<file path="config.mk">
export PLATFORM = sky130hd
export DESIGN_NAME = iterative_comparator
export DESIGN_NICKNAME = d
export VERILOG_FILES = /design/src/rtl/iterative_comparator.sv
export SDC_FILE = /design/constraint.sdc
export NUM_CORES = 1
export LEC_CHECK = 0
export CAP_MARGIN = 25
export CORE_MARGIN = 2
export CORE_UTILIZATION = 43
export DETAILED_ROUTE_END_ITERATION = 8
export MAX_ROUTING_LAYER = met4
export PLACE_DENSITY = 0.79
export SLEW_MARGIN = 40
export SYNTH_ARGS = -nofsm -noshare
export SYNTH_HDL_FRONTEND = slang
export SYNTH_SLANG_ARGS = --single-unit
</file>
<file path="constraint.sdc">
create_clock -name clk -period 2.4 [get_ports clk]
set_clock_uncertainty 0.2 [all_clocks]
set_input_delay 0.48 -clock clk [delete_from_list [all_inputs] [get_ports clk]]
set_output_delay 0.48 -clock clk [all_outputs]
set_load 0.01 [all_outputs]
</file>
<file path="src/rtl/iterative_comparator.sv">
// Multi-cycle magnitude comparator: latches two operands and scans them MSB-first,
// DIGIT bits per clock, stopping at the first differing digit.
module iterative_comparator #(
  parameter int WIDTH = 8,
  parameter int DIGIT = 2
) (
  input  logic             clk,
  input  logic             rst,
  input  logic             start,
  input  logic             signed_mode,
  input  logic [WIDTH-1:0] A,
  input  logic [WIDTH-1:0] B,
  output logic             busy,
  output logic             done,
  output logic             g,
  output logic             l,
  output logic             eq
);

  localparam int NDIG  = WIDTH / DIGIT;
  localparam int CNT_W = (NDIG > 1) ? $clog2(NDIG) : 1;

  localparam logic [0:0] S_IDLE = 1'b0;
  localparam logic [0:0] S_RUN  = 1'b1;

  localparam logic [CNT_W-1:0] LAST_DIG = CNT_W'(NDIG - 1);

  if (WIDTH < 2 || DIGIT < 1 || DIGIT > WIDTH || (WIDTH % DIGIT) != 0) begin : g_param_chk
    $fatal(1, "iterative_comparator: illegal WIDTH/DIGIT combination");
  end

  // Flipping the sign bit maps two's-complement order onto unsigned order.
  function automatic logic [WIDTH-1:0] order_key(input logic [WIDTH-1:0] v, input logic sm);
    return v ^ {sm, {(WIDTH-1){1'b0}}};
  endfunction

  function automatic logic [DIGIT-1:0] top_digit(input logic [WIDTH-1:0] v);
    return v[WIDTH-1 -: DIGIT];
  endfunction

  logic [0:0]       state_q, state_d;
  logic [CNT_W-1:0] cnt_q, cnt_d;
  logic [WIDTH-1:0] a_q, a_d;
  logic [WIDTH-1:0] b_q, b_d;
  logic             done_q, done_d;
  logic             g_q, g_d;
  logic             l_q, l_d;
  logic             eq_q, eq_d;
  logic [DIGIT-1:0] a_dig, b_dig;

  assign a_dig = top_digit(a_q);
  assign b_dig = top_digit(b_q);

  // Operands are shifted left each step so the digit under test is always at the top.
  always_comb begin
    state_d = state_q;
    cnt_d   = cnt_q;
    a_d     = a_q;
    b_d     = b_q;
    done_d  = 1'b0;
    g_d     = g_q;
    l_d     = l_q;
    eq_d    = eq_q;
    case (state_q)
      S_IDLE: begin
        if (start) begin
          a_d     = order_key(A, signed_mode);
          b_d     = order_key(B, signed_mode);
          cnt_d   = '0;
          state_d = S_RUN;
        end
      end
      S_RUN: begin
        if (a_dig != b_dig) begin
          g_d     = (a_dig > b_dig);
          l_d     = (a_dig < b_dig);
          eq_d    = 1'b0;
          done_d  = 1'b1;
          state_d = S_IDLE;
        end else if (cnt_q == LAST_DIG) begin
          g_d     = 1'b0;
          l_d     = 1'b0;
          eq_d    = 1'b1;
          done_d  = 1'b1;
          state_d = S_IDLE;
        end else begin
          cnt_d = cnt_q + CNT_W'(1);
          a_d   = a_q << DIGIT;
          b_d   = b_q << DIGIT;
        end
      end
      default: state_d = S_IDLE;
    endcase
  end

  always_ff @(posedge clk) begin
    if (rst) begin
      state_q <= S_IDLE;
      cnt_q   <= '0;
      done_q  <= 1'b0;
      g_q     <= 1'b0;
      l_q     <= 1'b0;
      eq_q    <= 1'b0;
    end else begin
      state_q <= state_d;
      cnt_q   <= cnt_d;
      done_q  <= done_d;
      g_q     <= g_d;
      l_q     <= l_d;
      eq_q    <= eq_d;
    end
  end

  // Operand registers carry no reset; their content only matters while in RUN.
  always_ff @(posedge clk) begin
    a_q <= a_d;
    b_q <= b_d;
  end

  assign busy = (state_q == S_RUN);
  assign done = done_q;
  assign g    = g_q;
  assign l    = l_q;
  assign eq   = eq_q;

endmodule

</file>
==> metrics.txt, run 1 <==
status completed; final setup vio count 0; measured slew at the worst slew-check pin 0.267 ns; DRC viols 0; synthesized flop and latch total 23; WL/cell 12.0 µm; register area share after synthesis 0.625; worst path bufs/invs 1; clock network fraction of design power 0.217; EDFF count, synth 16; cts repair resizes 0; YS warnings 0; CTS tree done; Worst path top cell family by delay buffers and inverters; Die Y 52.1 µm; switching share of power 0.228; ys flop type edfxtp_1; Synth area leaders edfxtp_1 (48%), dfxtp_1 (14%), mux2_2 (11%), ha_1 (3.8%), nor2b_1 (3.8%); drt pass-1 iters 3; Critical Path Source Type flop; mean post-synth cell area 13.4 µm²; worst hold path type reg -> reg; sequential power share 0.604; fmax 0.485 GHz; commonest non-fill, non-tap cells in the layout clkdlybuf4s50_1 (24), edfxtp_1 (16), mux2_2 (10); Die W 52.1 µm; Psw 182 µW; Worst IR Drop VDD 0.425 mV; full die area 2710 µm²; Core Area 2190 µm²; share of layout cells above drive strength 1 0.167; area leader, netlist edfxtp_1; Placement Setup Slack 0.472 ns; Ports 25; total routed wirelength 1.56 mm; nets 126; Worst-path clk slew 0.12 ns; power share of the combinational group 0.179; CP cell instances clkdlybuf4s50_1; post-DP HPWL 1.18 mm; placed insts 126; diode count 0; Levels on crit path 1; CTS H-tree lvls 1; Max stage delay on crit path 0.59 ns; static leakage 0.000468 µW; routability cong. 0.841; FILL cells 191; initial antenna violation count 0; fin util 0.596; minimum clock period 2.06 ns; most common cell after layout, fill and taps aside clkdlybuf4s50_1; max cap viols 0; Crit Path Class reg -> out; final slew viol count 0; root buffer cell clkbuf_4; CP endpoint kind primary output; Synth cell types 24; post-synth top area share 0.484; area growth from synthesis to layout 31.4%; unrepaired setup endpoints after global routing no; Post CTS Setup Buffer Count 0; Syn Nets 97; largest net degree at the start of global routing 20; first-pass GRT wire length 2.70 mm; routed vias/inst 4.97; fraction of registers with async set/reset 0; Starting Density 0.453; DR vias 646; worst skew pair latency 0.30 ns; Fin Setup TNS 0 ns; IO buf count 24; period utilization 0.858; Post-Synthesis Cells 74; clk sink count 23; Final WS setup 0.340 ns; internal power 617 µW; critical path peak fanout 7; Reg2Reg Depth 4; hold buffers post-CTS 0; Final Hold Viols 0; std cell rows 17; non-filler cells, final 130; GRT Total Usage 0.141; Iter 0 DRT Violations 6; Slew headroom 0.822; clock buffer depth 2; hold depth 2; total CTS buffers 3; Slowest-stage cell, CP clkdlybuf4s50_1; PwrDens 613 nW/µm²; critical path data arrival time 1.38 ns; number of global-route vias before repair 628; WP data required 1.72 ns; Remaining Overflow, GRT 0; synthesized area 993 µm²; Routed Antenna Nets 0
[synthesized netlist by cell type (all sizes together) (2+ instances only)]
cell type  instances
xnor2              2
o21ai              4
nor2b              6
nand2b             3
edfxtp            16
a21oi              3
ha                 3
mux2              10
buf                2
inv                2
nand2              5
dfxtp              7
[kinds of logic after synthesis]
kind of cell	synth area share
xor gates and xnor gates	0.0176
and+or+nand+nor	0.118
adders and majority gates	0.0378
AOI/OAI and AO/OA	0.0680
buffers and inverters	0.0201
DFF	0.625
muxes	0.113
[routing by layer]
layer | share of wire | global-route usage | vias up | wire, µm
li1 | - | - | 329 | -
met1 | 0.43 | 0.161 | 298 | 666
met2 | 0.52 | 0.251 | 17 | 820
met3 | 0.041 | 0.0259 | 2 | 64
met4 | 0.0077 | 0.0395 | 0 | 12
met5 | 0 | - | - | 0
[state kept, by name, indices dropped and copies added (netlist names)]
| register | flops |
|---|---|
| b_q | 8 |
| a_q | 8 |
| l | 1 |
| g | 1 |
| eq | 1 |
| cnt_q | 2 |
| busy | 1 |
| done | 1 |
[path summary, 6_finish.rpt]
kind,startpoint,to,slack (ns)
setup / recovery,busy,busy,0.34
hold / removal,g,g,0.29
setup reg to reg,busy,l,0.61
hold reg to reg,g,g,0.29
[power by group through the flow]
stage | logic [µW] | clock network [µW] | registers (µW)
4_1_cts | 145 | 179 | 484
5_1_grt | 159 | 195 | 487
3_3_place_gp | 140 | 0 | 490
3_5_place_dp | 144 | 0 | 493
2_1_floorplan | 78.6 | 0 | 491
6_report | 143 | 174 | 483
[cell type report]
| class | instances | area [µm²] | area share |
|---|---|---|---|
| Tap cell | 28 | 35.0 | 0.0268 |
| Sequential cell | 23 | 621 | 0.476 |
| Timing Repair Buffer | 27 | 263 | 0.201 |
| Multi-Input combinational cell | 46 | 353 | 0.270 |
| Inverter | 2 | 7.51 | 0.00575 |
| Clock buffer | 4 | 26.3 | 0.0201 |
[stage by stage]
step / cell area, µm² / hold WS (ns) / total power (µW)
after global routing: 1310 / 0.333 / 842
after floorplan: 993 / 0.244 / 570
final: 1310 / 0.286 / 800
after global placement: 1280 / 0.261 / 631
after CTS: 1310 / 0.292 / 808
after detailed placement: 1280 / 0.273 / 637
Note: power is estimated with default switching activity, not from simulation.
==> run 2: changes to the inputs <==
MAX_ROUTING_LAYER = unset   (was met4)
==> results of run 2 <==
Final layout, timing and power as in run 1 (identical DEF).
Main changes from that run: final weighted congestion in routability-driven placement 0.841 -> 0.828; overall routing resource usage 0.141 -> 0.137
==> run 3: changes to the inputs <==
CORE_MARGIN = unset   (was 2)
==> metrics.txt, run 3 (synthesis results as in run 1) <==
status completed; hold depth 2; WL/cell 11.6 µm; Remaining Overflow, GRT 0; routed vias/inst 4.98; area growth from synthesis to layout 30.6%; Die Y 50.1 µm; Levels on crit path 1; Reg2Reg Depth 4; clk sink count 23; Ports 25; DR vias 642; IO buf count 24; area of the multi-input gates 353 µm²; FF/Latch Area 621 µm²; cts repair resizes 0; final setup vio count 0; number of global-route vias before repair 586; nets 125; Iter 0 DRT Violations 6; FILL cells 169; hold slack 0.286 ns; Max stage delay on crit path 0.60 ns; worst hold path type reg -> reg; Slowest-stage cell, CP clkdlybuf4s50_1; Routed Antenna Nets 0; worst path bufs/invs 1; final slew viol count 0; Worst IR Drop VDD 0.378 mV; fmax 0.476 GHz; measured slew at the worst slew-check pin 0.308 ns; worst skew pair latency 0.30 ns; post-DP HPWL 1.10 mm; std cell rows 17; Fin Setup TNS 0 ns; period utilization 0.875; Worst-path clk slew 0.12 ns; max cap viols 0; CP endpoint kind primary output; total CTS buffers 3; CTS H-tree lvls 1; share of layout cells above drive strength 1 0.158; first-pass GRT wire length 2.50 mm; Worst R2R End l; hold buffers post-CTS 0; commonest non-fill, non-tap cells in the layout clkdlybuf4s50_1 (24), edfxtp_1 (16), mux2_2 (10); Crit Path Class reg -> out; static leakage 0.000463 µW; Worst R2R Start busy; diode count 0; biggest registers after layout a_q (8), b_q (8), cnt_q (2); clock buffer depth 2; Hold EP l; GRT Total Usage 0.138; root buffer cell clkbuf_4; Worst path top cell family by delay buffers and inverters; routability cong. 0.787; CTS tree done; most common cell after layout, fill and taps aside clkdlybuf4s50_1; Die W 50.1 µm; Slew headroom 0.794; worst hold path startpoint l; PwrDens 616 nW/µm²; Starting Density 0.453; Critical Path Source Type flop; largest net degree at the start of global routing 19; Core Area 2190 µm²; WP data required 1.72 ns; critical path data arrival time 1.42 ns; Post CTS Setup Buffer Count 0; drt pass-1 iters 4; FF-to-FF setup slack 0.58 ns; total routed wirelength 1.49 mm; unrepaired setup endpoints after global routing no; critical path peak fanout 8; initial antenna violation count 0; minimum clock period 2.10 ns; CP cell instances clkdlybuf4s50_1; full die area 2510 µm²; Final Hold Viols 0; DRC viols 0
## run 3: cell types whose count changed in the layout (fill, tap and decap cells not counted), sizes merged
| cell | change |
|---|---|
| buf | -1 |
## run 3: layout make-up
type / count / share of cell area
clock buffers: 4 / 0.0203
inverters: 2 / 0.00579
repair buffers: 26 / 0.197
well taps: 28 / 0.0270
multi-input cells: 46 / 0.272
flip-flops and latches: 23 / 0.478
## run 3: worst max-delay path by stage
stage / start / slack (ns) / end
6_report: busy / 0.30 / busy
5_1_grt: busy / 0.21 / busy
4_1_cts: busy / 0.30 / busy
3_5_place_dp: rst / 0.47 / l
3_3_place_gp: rst / 0.52 / l
2_1_floorplan: a_q[7] / 0.58 / a_q[0]
## run 3: report_power, final
part	switching [µW]	internal [µW]	total, µW	leakage [µW]
logic	59.7	80.4	140	0.000236
clock network	111	64.8	176	0.0000150
registers	12.5	470	483	0.000213
## run 3: per-stage QoR
step | utilization | std cells | power [µW] | cell area (µm²) | worst slack, ns
6_report | 0.592 | 129 | 799 | 1300 | 0.299
5_1_grt | 0.592 | 129 | 842 | 1300 | 0.209
2_1_floorplan | - | 74 | 570 | 993 | 0.583
3_3_place_gp | 0.580 | 125 | 627 | 1270 | 0.516
4_1_cts | 0.592 | 129 | 807 | 1300 | 0.300
3_5_place_dp | 0.580 | 125 | 634 | 1270 | 0.470
## run 3: layer usage
layer,GRT usage,vias to the layer above,routed length (µm)
met1,0.170,297,666
li1,-,322,-
met5,0,-,0
met4,0.0714,0,19
met2,0.220,19,742
met3,0.0370,4,62
